$ cat src/rtl/fetch_pc_gen.sv
// Fetch front end: owns the fetch PC, issues req/ack reads to instruction
// memory, buffers returned words in a 2-entry queue and presents the head
// to the fetch_instruction stage. A taken branch flushes the queue and
// drops any stale fetch still in flight.
module fetch_pc_gen #(
    parameter int              WORD     = 32,
    parameter int              ADDR     = 32,
    parameter int              PC_STEP  = 4,
    parameter logic [ADDR-1:0] RESET_PC = '0
) (
    input  logic            clk,
    input  logic            reset,
    output logic            imem_req_o,
    output logic [ADDR-1:0] imem_addr_o,
    input  logic            imem_ack_i,
    input  logic [WORD-1:0] imem_data_i,
    output logic            v_o,
    output logic [ADDR-1:0] pc_o,
    output logic [WORD-1:0] inst_o,
    input  logic            stall_i,
    input  logic            branch_i,
    input  logic [ADDR-1:0] branch_target_i
);

    typedef enum logic [1:0] {IDLE, REQ, DRAIN} state_t;

    state_t          state, state_next;
    logic [ADDR-1:0] pc_r;
    logic [ADDR-1:0] drain_addr;   // address of the stale fetch after a redirect
    logic [1:0]      count;
    logic [1:0]      occ_next;
    logic [ADDR-1:0] q_pc   [2];
    logic [WORD-1:0] q_inst [2];
    logic            ack, push, pop;
    logic            wr_idx;

    assign imem_req_o  = (state != IDLE);
    assign imem_addr_o = (state == DRAIN) ? drain_addr : pc_r;
    assign ack         = imem_req_o & imem_ack_i;
    assign push        = (state == REQ) & ack & ~branch_i;
    assign v_o         = (count != 2'd0);
    assign pop         = v_o & ~stall_i;
    assign occ_next    = count - {1'b0, pop} + {1'b0, push};
    assign pc_o        = q_pc[0];
    assign inst_o      = q_inst[0];
    // New entry lands behind whatever survives this cycle's pop.
    assign wr_idx      = (count == 2'd2) || (count == 2'd1 && !pop);

    // Next-state logic; a redirect overrides the normal flow in every state.
    always_comb begin
        state_next = state;
        case (state)
            IDLE:    if (occ_next <= 2'd1) state_next = REQ;
            REQ:     if (ack && occ_next == 2'd2) state_next = IDLE;
            DRAIN:   if (ack) state_next = REQ;
            default: state_next = IDLE;
        endcase
        if (branch_i) begin
            // Only an un-acked request leaves a stale fetch to wait out.
            if ((state == REQ || state == DRAIN) && !ack) state_next = DRAIN;
            else                                          state_next = REQ;
        end
    end

    // State register.
    always_ff @(posedge clk or negedge reset) begin
        if (!reset) state <= IDLE;
        else        state <= state_next;
    end

    // Fetch PC and the held address of an abandoned in-flight fetch.
    always_ff @(posedge clk or negedge reset) begin
        if (!reset) begin
            pc_r       <= RESET_PC;
            drain_addr <= '0;
        end else if (branch_i) begin
            pc_r <= branch_target_i;
            if (state == REQ && !ack) drain_addr <= pc_r;
        end else if (push) begin
            pc_r <= pc_r + ADDR'(PC_STEP);
        end
    end

    // Two-entry in-order queue; head is always slot 0.
    always_ff @(posedge clk or negedge reset) begin
        if (!reset) begin
            count     <= 2'd0;
            q_pc[0]   <= '0;
            q_pc[1]   <= '0;
            q_inst[0] <= '0;
            q_inst[1] <= '0;
        end else if (branch_i) begin
            count <= 2'd0;
        end else begin
            if (pop) begin
                q_pc[0]   <= q_pc[1];
                q_inst[0] <= q_inst[1];
            end
            if (push) begin
                q_pc[wr_idx]   <= pc_r;
                q_inst[wr_idx] <= imem_data_i;
            end
            count <= occ_next;
        end
    end

    // The issue rule keeps REQ below two entries, so a push never meets a full queue.
    a_no_overflow: assert property (@(posedge clk) disable iff (!reset)
        !(push && !pop && count == 2'd2));

endmodule

$ cat config.mk
export PLATFORM = sky130hd
export DESIGN_NAME = fetch_pc_gen
export DESIGN_NICKNAME = d
export VERILOG_FILES = /design/src/rtl/fetch_pc_gen.sv
export SDC_FILE = /design/constraint.sdc
export NUM_CORES = 1
export LEC_CHECK = 0
export ABC_CLOCK_PERIOD_IN_PS = 4000
export CORE_AREA = 5 5 142 144
export CTS_CLUSTER_DIAMETER = 100
export DETAILED_ROUTE_END_ITERATION = 12
export DIE_AREA = 0 0 147 149
export PLACE_DENSITY = 0.9
export SYNTH_ARGS = -nofsm -noshare
export SYNTH_HDL_FRONTEND = slang
export SYNTH_SLANG_ARGS = --single-unit
$ cat constraint.sdc
create_clock -name clk -period 4 [get_ports clk]
set_input_delay 1.2 -clock clk [delete_from_list [all_inputs] [get_ports clk]]
set_output_delay 1.2 -clock clk [all_outputs]
set_load 0.02 [all_outputs]
==> impl_results.md <==
* Die Span Y at 149 µm
* Hpwl dp at 15800 µm
* Slew HR at 50.0%
* Largest net degree at the start of global routing at 83
* Post-CTS Setup Bufs at 0
* DRC at 0
* Non-filler cells, final at 1151
* Wirelength, routed at 23500 µm
* Layout area overhead at 21.5%
* Initial DRT Pass Iterations at 7
* Register area at 4900 µm²
* Worst ir drop on vdd at 392 µV
* Avg Vias per Cell at 5.94
* Initial antenna violation count at 1
* Initial core utilization at 51.6%
* Antenna viol nets, final at 0
* Overflow after GRT at 0
* Crit-path slowest cell: clkdlybuf4s50_1
* Worst path max stage delay at 0.54 ns
* Final setup margin at 0.160 ns
* Port bufs at 166
* Starting DRT DRC Count at 840
* Max cap viols at 0
* Reg-to-reg endpoint: state[0]$_DFFE_PN0P_
* Worst Setup End Kind: output port
* CP arrival at 2.64 ns
* Setup Skew at 0.00965 ns
* Root Driver: clkbuf_16
* RePlAce Congestion at 0.801
* Finished layout cell area at 11600 µm²
* Tightest Hold Check Type: reg2reg
* CTS H-tree depth at 4
* Placed Cells incl. Taps at 1118
* Leak at 4.99 nW
* Pwr per Cell Area at 689 nW/µm²
* Crit path buf inv count at 3
* Startpoint Class: register
* Commonest non-fill, non-tap cell in the layout: dfrtp_1
* # rows at 50
* Max-slew violation count at 0
* Seq/Total Area, Yosys at 51.2%
* Syn_nets at 896
* Worst-Margin Slew at 0.748 ns
* Synth Area per Inst at 11.7 µm²
* Synth Cell Area at 9580 µm²
* Min cycle time layout at 3.84 ns
* Most frequent cells in the layout: 196 x dfrtp_1, 164 x clkdlybuf4s50_1, 131 x mux2_2
* Hold EP: drain_addr[17]$_DFFE_PN0P_
* Vias in the first global route at 7139
* GRT Overall Usage at 22.0%
* Core Util, Final at 62.6%
* Setup violations, final at 0
* Status: finished, final reports clean
* Top_reg_cell synth: dfrtp_1
* Hold path cells at 2
* Worst Path Required at 2.80 ns
* CTS Sinks at 196
* Filler Cell Count at 1400
* CTS tree: done
* Die extent in x at 147 µm
* R2R Path Start: state[0]$_DFFE_PN0P_
* Die area at 21900 µm²
* Syn Inst Count at 821
* Routed wire per std cell at 20.4 µm
* Multi-input logic area at 3880 µm²
* Achievable Freq at 260 MHz
* Total number of vias at 6841
* Longest Clk Path Bufs at 2
* Layout cells sized above 1 at 22.3%
* Setup TNS at 0 ns
* Synthesis Warnings at 0
* Final hold vios at 0
* Hold Path Origin: drain_addr[17]$_DFFE_PN0P_
* PostCTS Resize Cnt at 0
* Reg-to-reg setup timing slack at 1.41 ns
* Total core area at 18600 µm²
* Reg clk slew, reported paths at 0.07 ns
* Num CTS Buffers at 17
* Critical path type: reg2out
* Delay-heaviest family, CP: buffers and inverters
* Pre-CTS setup slack at 0.406 ns
* Async S/R FF share, synth at 100%
* Yosys reg bits at 196
* Post-synthesis cell type count at 57
* EDFF count, synth at 0
* CP cell instances: inv_1 -> ha_2 -> buf_4 -> mux2_2 -> clkdlybuf4s50_1
* CP max FO at 20
* Fin nets at 978
* Num ports at 167
* Global-route wire length before repair at 38600 µm
* Hold buffers post-CTS at 0
* Unrepaired setup endpoints after global routing: no
* Post-DP Area at 11100 µm²
* Clock insertion delay at the later pin of the skew report at 0.43 ns
* Cell count of the worst reg-to-reg path at 10
* Final period util at 96.0%
cell usage after synthesis, types with 8 or more instances:
library cell  count  area share [%]
dfrtp_1         196              51
a221o_1          52             5.4
mux2_2          131              15
nand4_1          13            0.85
a31oi_1           9            0.59
and2_1           49             3.2
o31ai_1          12            0.94
buf_4            64             5.0
buf_2            20             1.0
nor2_1           19            0.74
nand3_1          20             1.0
o21ai_0          29             1.5
inv_1            18            0.71
nand2_1          40             1.6
clkbuf_1         37             1.4
nor3_1           11            0.57
or4_1             8            0.63
power breakdown:
group          internal [mW]  switching (mW)  leakage, nW
logic                   1.67            1.49         2.25
clock network          0.896           0.801        0.283
registers               2.70           0.461         2.45
worst register-to-register path, stage by stage (launching register included):
cell and delay, ns:
dfrtp_1 0.36, inv_1 0.09, ha_1 0.27, and3b_1 0.26, nand2_1 0.10, ha_1 0.29
inv_1 0.06, ha_1 0.14, xnor3_1 0.24, o311ai_0 0.47, mux2i_1 0.24
layout make-up:
cell class                 count  share of cell area (%)
timing repair buffer         191                    16.3
sequential                   196                    42.1
antenna                        1                  0.0215
clock inverter                14                    1.25
tap                          234                    2.52
clock buffer                  18                    3.77
inverter                      19                   0.613
multi-input combinational    478                    33.4
stage by stage:
stage | hold WS (ns) | power [mW]
after floorplan | 0.450 | 5.35
final | 0.487 | 8.02
after detailed placement | 0.471 | 6.37
after global routing | 0.497 | 8.45
after global placement | 0.463 | 6.24
after CTS | 0.488 | 8.09
how the worst max path moves through the flow:
stage	from	endpoint	slack [ns]	depth (start not counted)
2_1_floorplan	branch_i	state[0]$_DFFE_PN0P_	0.85	9
3_3_place_gp	stall_i	state[0]$_DFFE_PN0P_	0.50	9
3_5_place_dp	stall_i	state[0]$_DFFE_PN0P_	0.41	9
4_1_cts	state[0]$_DFFE_PN0P_	imem_addr_o[14]	0.17	5
5_1_grt	state[0]$_DFFE_PN0P_	imem_addr_o[18]	0.08	5
6_report	state[0]$_DFFE_PN0P_	imem_addr_o[15]	0.16	5
layer usage:
metal | global-route usage, % | part of all wire [%] | wire length [µm]
met1 | 28.2 | 41 | 9670
met2 | 36.1 | 49 | 11600
met3 | 5.26 | 5.9 | 1390
met4 | 9.04 | 3.8 | 899
met5 | 0 | 0 | 0
cells by family (layout without fill, tap and decap cells):
family          Yosys count  in the layout  synth area share, %
simple gates            192            192                 11.2
flops                   196            196                 51.2
compound gates          132            132                 11.0
buf+inv                 147            242                 8.63
mux                     137            137                 16.0
other cells               0              1                    0
fa+ha+maj                 6              6                0.784
xor+xnor                 11             11                 1.15
Note: power is estimated with default switching activity, not from simulation.
